### src/rtl/vga_avl_writer.sv
// vga_avl_writer: flushes a game-state snapshot and board rows to a VGA slave over Avalon-MM
module vga_avl_writer #(
    parameter logic [11:0] BASE_ADDR = 12'h000,
    parameter int          NUM_ROWS  = 20
) (
    input  logic        CLK,
    input  logic        RESET,
    input  logic        START,
    input  logic [31:0] LEVEL_LINES,
    input  logic [31:0] SCORE,
    input  logic [4:0]  NEXT_ID,
    input  logic        PAL_VALID,
    input  logic [31:0] PALETTE,
    output logic [4:0]  ROW_RD_ADDR,
    input  logic [19:0] ROW_RD_DATA,
    output logic        AVL_WRITE,
    output logic        AVL_READ,
    output logic        AVL_CS,
    output logic [3:0]  AVL_BYTE_EN,
    output logic [11:0] AVL_ADDR,
    output logic [31:0] AVL_WRITEDATA,
    input  logic        AVL_WAITREQUEST,
    output logic        BUSY,
    output logic        DONE
);
    localparam int IW = $clog2(NUM_ROWS + 4);
    localparam logic [IW-1:0] ROW_LO  = IW'(2);
    localparam logic [IW-1:0] ROW_HI  = IW'(NUM_ROWS + 1);
    localparam logic [IW-1:0] NID_IDX = IW'(NUM_ROWS + 2);
    localparam logic [IW-1:0] PAL_IDX = IW'(NUM_ROWS + 3);

    typedef enum logic [1:0] {ST_IDLE, ST_WRITE, ST_FETCH, ST_DONE} state_t;

    state_t        state, state_next;
    logic [IW-1:0] idx, idx_inc, last;
    logic [31:0]   ll_q, score_q, pal_q, wdata;
    logic [4:0]    nid_q, row_addr;
    logic          pal_v_q, accept, next_row;

    assign idx_inc     = idx + 1'b1;
    assign last        = pal_v_q ? PAL_IDX : NID_IDX;
    assign accept      = (state == ST_WRITE) && !AVL_WAITREQUEST;
    assign next_row    = (idx_inc >= ROW_LO) && (idx_inc <= ROW_HI);
    assign ROW_RD_ADDR = row_addr;
    assign AVL_READ    = 1'b0;
    assign wdata       = (idx == '0)     ? ll_q :
                         (idx == IW'(1)) ? score_q :
                         (idx <= ROW_HI) ? {12'b0, ROW_RD_DATA} :
                         (idx == NID_IDX) ? {27'b0, nid_q} : pal_q;

    // State register; reset abandons any in-flight write immediately
    always_ff @(posedge CLK or posedge RESET) begin
        if (RESET) state <= ST_IDLE;
        else       state <= state_next;
    end

    // Snapshot capture, word index and row address presented to the row source
    always_ff @(posedge CLK or posedge RESET) begin
        if (RESET) begin
            ll_q     <= '0;
            score_q  <= '0;
            nid_q    <= '0;
            pal_v_q  <= 1'b0;
            pal_q    <= '0;
            idx      <= '0;
            row_addr <= '0;
        end else if (state == ST_IDLE && START) begin
            ll_q    <= LEVEL_LINES;
            score_q <= SCORE;
            nid_q   <= NEXT_ID;
            pal_v_q <= PAL_VALID;
            pal_q   <= PALETTE;
            idx     <= '0;
        end else if (accept && idx != last) begin
            idx <= idx_inc;
            if (next_row) row_addr <= 5'(idx_inc - ROW_LO);
        end
    end

    // Next state and bus outputs; outputs are only non-zero while a write is presented
    always_comb begin
        state_next    = state;
        AVL_WRITE     = 1'b0;
        AVL_CS        = 1'b0;
        AVL_BYTE_EN   = 4'b0000;
        AVL_ADDR      = 12'h000;
        AVL_WRITEDATA = 32'h0;
        BUSY          = 1'b0;
        DONE          = 1'b0;
        case (state)
            ST_IDLE:  state_next = START ? ST_WRITE : ST_IDLE;
            ST_FETCH: begin
                BUSY       = 1'b1;
                state_next = ST_WRITE;
            end
            ST_WRITE: begin
                BUSY          = 1'b1;
                AVL_WRITE     = 1'b1;
                AVL_CS        = 1'b1;
                AVL_BYTE_EN   = 4'b1111;
                AVL_ADDR      = (idx == PAL_IDX) ? 12'h800 : BASE_ADDR + 12'(idx);
                AVL_WRITEDATA = wdata;
                if (!AVL_WAITREQUEST)
                    state_next = (idx == last) ? ST_DONE : next_row ? ST_FETCH : ST_WRITE;
            end
            default: begin
                DONE       = 1'b1;
                state_next = ST_IDLE;
            end
        endcase
    end
endmodule

### config.mk
export PLATFORM = sky130hd
export DESIGN_NAME = vga_avl_writer
export DESIGN_NICKNAME = d
export VERILOG_FILES = /design/src/rtl/vga_avl_writer.sv
export SDC_FILE = /design/constraint.sdc
export NUM_CORES = 1
export LEC_CHECK = 0
export BUFFER_PORTS_ARGS = -buffer_cell sky130_fd_sc_hd__buf_4
export CAP_MARGIN = 20
export CORE_MARGIN = 3
export CORE_UTILIZATION = 51
export DETAILED_ROUTE_END_ITERATION = 7
export PLACE_DENSITY = 0.87
export SLEW_MARGIN = 20
export SYNTH_ARGS = -nofsm -noshare
export SYNTH_HDL_FRONTEND = slang
export SYNTH_SLANG_ARGS = --single-unit
### constraint.sdc
create_clock -name CLK -period 4.9 [get_ports CLK]
set_input_delay 0.735 -clock CLK [delete_from_list [all_inputs] [get_ports CLK]]
set_output_delay 0.735 -clock CLK [all_outputs]
set_load 0.01 [all_outputs]
==> results by group, run 1 <==
Setup path
  – Critical path's largest stage delay: 0.58 ns
  – Crit end category: primary output
  – Buf+Inv Stages, Crit Path: 2
  – Cell repeated most along the worst path: buf_4
  – R2R depth: 7
  – Crit path cell chain: nor3_1, and2_1, buf_4, a311oi_1, o32ai_1, buf_4
  – CP Max Fanout: 32
  – R2R Setup Slk: 1.86 ns
  – CP top delay family: simple AND/OR/NAND/NOR gates
  – CP arrival: 3.04 ns
  – Critical Path RT: 4.16 ns
  – Crit start category: flip-flop
  – CP max-delay cell: dfrtp_1
  – Crit. path cell count: 6
  – Crit Path Category: flip-flop to primary output

STA
  – Max Fclk: 265 MHz
  – Fin. Hold Viols: 0
  – Fin crit share: 77.1%
  – Fin. max-slew vios: 0
  – Fin Setup TNS: 0 ns
  – Tmin final: 3.78 ns
  – Final setup fails: 0
  – Slew Limit Headroom: 27.9%
  – Slew @ Worst Pin: 1.08 ns
  – Final setup skew: 0.00850 ns
  – RSZ-0062 raised after global routing: no
  – Final worst setup slack: 1.12 ns

Cells and area
  – Fillers: 732
  – Nets@finish: 767
  – Most frequent cells in the layout: 180 x buf_4, 114 x dfrtp_1, 107 x mux2_2
  – Register area: 2850 um2
  – Design area: 7570 um2
  – Multi-input gate area: 2570 um2
  – Commonest non-fill, non-tap cell in the layout: buf_4
  – Number of diodes: 0
  – P&R area growth vs syn: 33.4%
  – Share of cells above drive strength 1: 51.3%

Outcome
  – Status: finished, final reports clean

CTS
  – Worst skew pair latency: 0.51 ns
  – Number of buffers created by CTS: 17
  – Clock transition at path regs: 0.06 ns
  – Clk buf depth: 2
  – Postcts setup bufs: 0
  – Hold Buf Count CTS: 0
  – Clock root buffer: clkbuf_8
  – CTS tree: done
  – Clock sinks: 114
  – H-tree Lvls: 4
  – Post-CTS Resized: 0

Global route
  – Vias in the first global route: 4,735
  – Gr usage total: 24.1%
  – First-pass GRT wire length: 24.1 mm
  – Largest net degree at the start of global routing: 82
  – GRT overflow: 0
  – Initial antenna violation count: 0

Power and ir drop
  – Final Power: 4.91 mW
  – P_leak: 3.46 nW
  – Peak VDD IR: 0.485 mV
  – Combinational share of power: 40.9%
  – Sw Ratio: 34.8%
  – Power Density: 648 nW/um2
  – Pint: 3.20 mW
  – Net Sw Power: 1.71 mW
  – Sequential power share: 34.6%
  – Clk network pwr share: 24.5%

Drt
  – Drt first-iter violations: 367
  – Final wirelength: 14.9 mm
  – Via density: 5.74
  – Drt pass-1 iters: 8
  – ANT nets after route: 0
  – WL/cell: 19.1 um
  – DR DRC count: 0
  – Vias: 4,463

Die
  – Die X: 111 um
  – Die Ht: 111 um
  – # rows: 37
  – Boundary Pins: 184
  – Initial core utilization: 53.8%
  – Core area: 10,600 um2
  – Die area: 12,400 um2

Place
  – Final Wtd Congestion: 0.885
  – Pre-CTS setup slack: 1.38 ns
  – Post-DP HPWL: 10.1 mm
  – Post-DP Area: 6970 um2
  – Buffers on Ports: 176

Synth
  – Yosys warning count: 0
  – Number of flops mapped to enable cells by yosys: 0
  – Dominant synthesized flop cell: dfrtp_1
  – Post-synthesis sequential area ratio: 50.3%
  – Syn avg cell area: 12.0 um2
  – Mapped Cells: 471
  – Ys async rst share: 100%
  – Netlist cell types: 48
  – Post-Syn Area: 5680 um2
  – Register bit total from synthesis: 114

Flow run
  – Maxcap violations: 0

Worst hold path
  – Hold Path Class: input pin to async pin
-- sequential cells by signal, summed over array words and instances (netlist names) --
signal,flops
ll_q,32
score_q,32
pal_v_q,1
nid_q,5
idx,5
ROW_RD_ADDR,5
state,2
pal_q,32
-- worst paths after layout --
kind / end / startpoint
worst max-delay path: AVL_WRITEDATA[16] / idx[2]
worst min-delay path: ll_q[1] / RESET
worst max register to register: ROW_RD_ADDR[0] / state[1]
worst min register to register: ll_q[7] / ll_q[7]
max in group asynchronous: ll_q[15] / RESET
min in group CLK: ll_q[16] / LEVEL_LINES[16]
-- metal layers --
layer | vias to the layer above | GRT usage, % | routed length [um]
met5 | - | 0 | 0
li1 | 2027 | - | -
met3 | 27 | 8.97 | 1390
met1 | 2191 | 28.8 | 5790
met4 | 0 | 8.43 | 248
met2 | 218 | 40.1 | 7450
-- layout make-up --
type,instances,share of cell area (%)
Multi-Input combinational cell,307,34.0
Sequential cell,114,37.7
Inverter,8,0.430
Tap cell,136,2.25
Clock inverter,11,1.70
Timing Repair Buffer,180,17.9
Clock buffer,21,6.07
-- Yosys cell counts (2+ instances only) --
| cell type | count | share of area, % |
|---|---|---|
| a21oi_1 | 29 | 2.6 |
| a222oi_1 | 14 | 2.5 |
| a22oi_1 | 12 | 1.6 |
| a31oi_1 | 5 | 0.55 |
| and2_1 | 3 | 0.33 |
| and3_1 | 3 | 0.33 |
| buf_1 | 2 | 0.13 |
| buf_2 | 10 | 0.88 |
| buf_4 | 12 | 1.6 |
| buf_6 | 2 | 0.40 |
| clkbuf_1 | 22 | 1.5 |
| dfrtp_1 | 114 | 50 |
| ha_1 | 13 | 2.9 |
| inv_1 | 8 | 0.53 |
| mux2_2 | 107 | 21 |
| mux2i_1 | 5 | 0.88 |
| nand2_1 | 15 | 0.99 |
| nand3_1 | 8 | 0.71 |
| nor2_1 | 12 | 0.79 |
| nor3_1 | 5 | 0.44 |
| o211ai_1 | 5 | 0.66 |
| o21ai_0 | 32 | 2.8 |
| xnor2_1 | 4 | 0.62 |
| xor2_1 | 5 | 0.77 |
-- power groups by stage --
stage               logic [mW]  registers [mW]  clock network [mW]
floorplan                 1.37            1.61                   0
global placement          1.93            1.66                   0
detailed placement        1.99            1.70                   0
CTS                       2.01            1.69                1.21
global route              2.18            1.76                1.26
finish                    2.01            1.70                1.20
-- cells by family after synthesis --
| kind of cell | count (synthesis) | synth area share (%) |
|---|---|---|
| adders and majority gates | 13 | 2.87 |
| AOI/OAI and AO/OA | 110 | 12.8 |
| other | 1 | 0.0661 |
| DFF | 114 | 50.3 |
| muxes | 112 | 22.1 |
| and+or+nand+nor | 55 | 5.27 |
| xor gates and xnor gates | 10 | 1.68 |
| buffers and inverters | 56 | 4.98 |
-- per-stage QoR --
| stage | std cells | hold WS, ns | utilization (%) |
|---|---|---|---|
| 2_1_floorplan | 477 | 0.475 | - |
| 3_3_place_gp | 745 | 0.484 | 66.1 |
| 3_5_place_dp | 745 | 0.490 | 66.1 |
| 4_1_cts | 777 | 0.439 | 71.6 |
| 5_1_grt | 777 | 0.434 | 71.7 |
| 6_report | 777 | 0.450 | 71.7 |
Power figures use the tool's default switching activity.
==> inputs of run 2 (changes only) <==
- CORE_UTILIZATION: 51 -> 46
- PLACE_DENSITY: 0.87 -> 0.83
- clock period: 4.9 -> 3.18 ns (I/O delays scaled with it)
==> run 2 against run 1 <==
Power up 57%. Via count up 0.18%. Clock power up 60%. Routed wire length down 0.57%. Count of clock-buffer cells in the layout unchanged. Clock skew down 0.0018 ns. Design area up 1.9%. Critical path depth up 2. Core utilization down 5.9 points. Sequential power up 53%. Sequential share of layout area down 0.65 points. Non-clock buffer count up 10. Critical endpoint is now AVL_WRITEDATA[17].
==> results by group, run 2 (synthesized netlist as in run 1, its figures left out) <==
Die
  – Die Ht: 117 um
  – Initial core utilization: 48.5%
  – Boundary Pins: 184
  – Core area: 11,700 um2
  – Die X: 117 um
  – Die area: 13,700 um2
  – # rows: 39

Power and ir drop
  – Combinational share of power: 41.5%
  – Peak VDD IR: 0.587 mV
  – Final Power: 7.71 mW
  – Net Sw Power: 2.60 mW
  – Clk network pwr share: 24.9%
  – Power Density: 1000 nW/um2
  – Sw Ratio: 33.8%
  – Sequential power share: 33.7%
  – P_leak: 3.53 nW
  – Pint: 5.11 mW

Cells and area
  – Nets@finish: 777
  – Fillers: 901
  – Number of diodes: 0
  – Commonest non-fill, non-tap cell in the layout: buf_4
  – Share of cells above drive strength 1: 52.3%
  – Register area: 2860 um2
  – Most frequent cells in the layout: 187 x buf_4, 112 x dfrtp_1, 107 x mux2_2
  – Multi-input gate area: 2580 um2
  – P&R area growth vs syn: 35.8%
  – Biggest regs: ll_q (32), pal_q (32), score_q (32)

STA
  – Slew Limit Headroom: 41.6%
  – Fin Setup TNS: 0 ns
  – Tmin final: 3.05 ns
  – Final setup fails: 0
  – Slew @ Worst Pin: 0.876 ns
  – Max Fclk: 328 MHz
  – Fin crit share: 95.9%
  – Final setup skew: 0.00668 ns
  – Fin. max-slew vios: 0
  – Fin. Hold Viols: 0
  – RSZ-0062 raised after global routing: no

CTS
  – H-tree Lvls: 4
  – CTS tree: done
  – Number of buffers created by CTS: 17
  – Clock transition at path regs: 0.05 ns
  – Clock root buffer: clkbuf_16
  – Worst skew pair latency: 0.41 ns
  – Clk buf depth: 2
  – Clock sinks: 114

Setup path
  – CP arrival: 2.57 ns
  – Buf+Inv Stages, Crit Path: 3
  – Critical Path RT: 2.70 ns
  – Crit Path Category: flip-flop to primary output
  – CP top delay family: compound AO/OA/AOI/OAI gates
  – CP max-delay cell: dfrtp_2
  – Crit start category: flip-flop
  – Crit path cell chain: ha_1, inv_1, a31o_2, and3_1, buf_6, a222oi_1, a21oi_1, buf_4
  – Critical path's largest stage delay: 0.51 ns
  – Crit end category: primary output
  – CP Max Fanout: 26

Place
  – Buffers on Ports: 176
  – Post-DP HPWL: 10.7 mm
  – Final Wtd Congestion: 0.872

Drt
  – Drt first-iter violations: 370
  – Drt pass-1 iters: 6
  – Final wirelength: 14.8 mm
  – DR DRC count: 0
  – WL/cell: 18.6 um
  – ANT nets after route: 0
  – Via density: 5.64
  – Vias: 4,471

Flow run
  – Maxcap violations: 0

Global route
  – Gr usage total: 21.6%
  – Vias in the first global route: 4,527
  – Initial antenna violation count: 0
  – GRT overflow: 0
  – Largest net degree at the start of global routing: 65
  – First-pass GRT wire length: 22.6 mm

Worst hold path
  – Hold Path Class: input pin to async pin

Outcome
  – Status: finished, final reports clean
run 2: cell count changes in the layout (fill, tap and decap cells not counted), moves of 2 or more:
cell / change
buf_4: +7
clkinv_2: +3
buf_12: +2
clkinv_4: -2
dfrtp_1: -2
dfrtp_2: +2
run 2: per-stage QoR:
stage	setup WS, ns	instance area, um2	cells	hold WS (ns)	util, %
2_1_floorplan	0.743	5700	477	0.475	-
3_3_place_gp	0.417	7080	761	0.484	60.4
3_5_place_dp	0.291	7080	761	0.491	60.4
4_1_cts	0.00125	7700	792	0.255	65.7
5_1_grt	0.00963	7710	793	0.277	65.8
6_report	0.130	7710	793	0.233	65.8
run 2: power by group through the flow:
stage	registers, mW	clock network, mW	logic [mW]
after detailed placement	2.62	0	3.16
final	2.60	1.92	3.20
after global placement	2.57	0	3.06
after floorplan	2.48	0	2.12
after global routing	2.68	2.02	3.49
after CTS	2.60	1.95	3.20
run 2: worst register-to-register path, stage by stage, from the launching register on:
cell,delay (ns)
dfrtp_2,0.41
buf_4,0.17
ha_1,0.25
xor2_2,0.20
ha_1,0.23
nor2b_1,0.13
o2bb2ai_1,0.15
a21oi_1,0.14
nor4b_4,0.43
mux2_2,0.39
run 2: final timing paths:
kind | cells past startpoint | slack [ns] | startpoint | end
max | 8 | 0.13 | idx[0] | AVL_WRITEDATA[17]
min | 2 | 0.23 | RESET | ll_q[29]
max reg2reg | 9 | 0.55 | idx[1] | ROW_RD_ADDR[1]
min reg2reg | 1 | 0.50 | ll_q[7] | ll_q[7]
max in group asynchronous | 3 | 2.20 | RESET | idx[1]
min in group CLK | 2 | 0.29 | PALETTE[0] | pal_q[0]
run 2: metal layers:
metal  global-route usage [%]  vias to the layer above  wire length [um]
li1                         -                     2041                 -
met1                     26.1                     2208              5870
met2                     35.4                      202              7230
met3                     9.05                       20              1510
met4                     6.73                        0               181
met5                        0                        -                 0
run 2: what timing repair did:
action	in CTS	in global routing
endpoints found under the hold margin	0	0
setup buffers	0	1
hold buffers	0	0
pin swaps	0	2
endpoints found under the setup margin	15	27
gates resized for setup	3	3
run 2: final cells by class:
cell class | count | share of cell area, %
Inverter | 8 | 0.438
Multi-Input combinational cell | 307 | 33.5
Tap cell | 143 | 2.32
Clock inverter | 10 | 1.72
Sequential cell | 114 | 37.0
Clock buffer | 21 | 6.10
Timing Repair Buffer | 190 | 18.9
==> inputs of run 3 (changes only) <==
- RECOVER_POWER: not set -> 50
==> run 3 against run 2 <==
The flow now finishes with violations (capacitance limit, slew limit). Fmax is essentially flat. Count of clock-buffer cells in the layout did not move. Die area unchanged. Routed wire length shrank 0.25%. Combinational power decreased by 1%. Global-route usage unchanged. Core utilization decreased by 0.45 points. Via count decreased by 0.81%. Register-to-register slack got worse by 0.12 ns. Critical path depth is the same. Critical path type unchanged. Critical endpoint unchanged. Largest power group unchanged. Highest routed layer unchanged.
==> results by group, run 3 (synthesized netlist as in run 1, its figures left out) <==
Drt
  – Drt pass-1 iters: 7
  – Via density: 5.59
  – Drt first-iter violations: 365
  – ANT nets after route: 0
  – Vias: 4,435
  – WL/cell: 18.6 um
  – Final wirelength: 14.8 mm
  – DR DRC count: 0

Setup path
  – Worst r2r dst: ll_q[9]
  – R2R Setup Slk: 0.43 ns
  – Crit start category: flip-flop
  – Crit path cell chain: ha_1, inv_1, a31o_2, and3_1, buf_6, a222oi_1, a21oi_1, buf_4
  – RR Startpoint: state[0]
  – CP max-delay cell: dfrtp_2
  – R2R depth: 5
  – Critical path's largest stage delay: 0.51 ns
  – Crit end category: primary output
  – Crit Path Category: flip-flop to primary output
  – CP Max Fanout: 26
  – CP arrival: 2.57 ns
  – Critical Path RT: 2.70 ns

Worst hold path
  – Hold Path Class: input pin to flip-flop
  – Hold Path End: pal_q[0]
  – Hold path depth: 2
  – Hold path start: PALETTE[0]

Global route
  – Vias in the first global route: 4,527
  – Initial antenna violation count: 0
  – GRT overflow: 0
  – First-pass GRT wire length: 22.6 mm
  – Largest net degree at the start of global routing: 65
  – Gr usage total: 21.6%

CTS
  – Number of buffers created by CTS: 17
  – Hold Buf Count CTS: 0
  – Clock transition at path regs: 0.06 ns
  – Clock sinks: 114
  – Clock root buffer: clkbuf_16
  – H-tree Lvls: 4
  – Clk buf depth: 2
  – Worst skew pair latency: 0.41 ns
  – CTS tree: done

Power and ir drop
  – Pint: 5.07 mW
  – Sw Ratio: 33.9%
  – Net Sw Power: 2.60 mW
  – Combinational share of power: 41.2%
  – Clk network pwr share: 24.9%
  – Sequential power share: 33.9%
  – P_leak: 3.49 nW
  – Peak VDD IR: 0.587 mV
  – Final Power: 7.67 mW
  – Power Density: 1000 nW/um2

STA
  – Final setup fails: 0
  – Fin Setup TNS: 0 ns
  – Max Fclk: 328 MHz
  – Final worst setup slack: 0.132 ns
  – Slew Limit Headroom: -10.9%
  – Tmin final: 3.05 ns
  – Fin. Hold Viols: 0
  – RSZ-0062 raised after global routing: no
  – Fin crit share: 95.9%
  – Fin. max-slew vios: 104
  – Final setup skew: 0.00615 ns
  – Slew @ Worst Pin: 1.65 ns

Cells and area
  – Most frequent cells in the layout: 177 x buf_4, 112 x dfrtp_1, 107 x mux2_2
  – Biggest regs: ll_q (32), pal_q (32), score_q (32)
  – Util after Layout: 65.4%
  – Share of cells above drive strength 1: 50.8%
  – Number of diodes: 0
  – Nets@finish: 777
  – Commonest non-fill, non-tap cell in the layout: buf_4
  – P&R area growth vs syn: 34.9%

Place
  – Post-DP HPWL: 10.7 mm
  – Final Wtd Congestion: 0.872
  – Buffers on Ports: 176
  – Pre-CTS setup slack: 0.291 ns

Die
  – Boundary Pins: 184
  – Core area: 11,700 um2
  – Die Ht: 117 um
  – # rows: 39
  – Die area: 13,700 um2
  – Initial core utilization: 48.5%
  – Die X: 117 um

Flow run
  – Maxcap violations: 2

Outcome
  – Status: finished, violations left
  – Violated checks: capacitance limit, slew limit
run 3: repair_timing:
action                     CTS  global route
buffers inserted             0             1
setup endpoints to repair   15            27
pin swaps                    0             2
gates resized for setup      3             3
cloned                       0             0
run 3: metal layers:
layer / GRT usage, % / wire length, um / share of wire, % / up-vias
met5: 0 / 0 / 0 / -
li1: - / - / - / 2044
met3: 9.05 / 1460 / 9.9 / 17
met2: 35.4 / 7160 / 49 / 192
met4: 6.73 / 167 / 1.1 / 0
met1: 26.1 / 5960 / 40 / 2182
run 3: worst max path at each step:
| stage | startpoint | end | slack, ns |
|---|---|---|---|
| after floorplan | idx[0] | ROW_RD_ADDR[0] | 0.74 |
| after global placement | idx[0] | AVL_WRITEDATA[15] | 0.42 |
| after detailed placement | idx[0] | AVL_WRITEDATA[7] | 0.29 |
| after CTS | idx[0] | AVL_WRITEDATA[17] | 0.001 |
| after global routing | idx[0] | AVL_WRITEDATA[16] | 0.01 |
| final | idx[0] | AVL_WRITEDATA[17] | 0.13 |
run 3: layout make-up:
class                   instances  area, um2
repair buffers                190       1410
flip-flops and latches        114       2860
multi-input cells             307       2580
clock inverters                10        133
inverters                       8       31.3
fillers                       906       4060
well taps                     143        179
clock buffers                  21        470
run 3: worst max-delay path, delay by kind of cell (launching register included):
family          cells  cell delay, ns
compound gates      3            0.78
fa+ha+maj           1            0.23
buf+inv             3            0.43
flops               1            0.51
simple gates        1            0.19
run 3: power groups by stage:
stage,registers (mW),clock network [mW],logic [mW]
CTS,2.60,1.95,3.20
detailed placement,2.62,0,3.16
finish,2.60,1.91,3.16
global route,2.68,2.02,3.45
floorplan,2.48,0,2.12
global placement,2.57,0,3.06
run 3: stage by stage:
stage          instance area, um2  cells  hold WS, ns
4_1_cts                      7700    792        0.255
2_1_floorplan                5700    477        0.475
3_3_place_gp                 7080    761        0.484
5_1_grt                      7660    793        0.277
6_report                     7660    793        0.295
3_5_place_dp                 7080    761        0.491
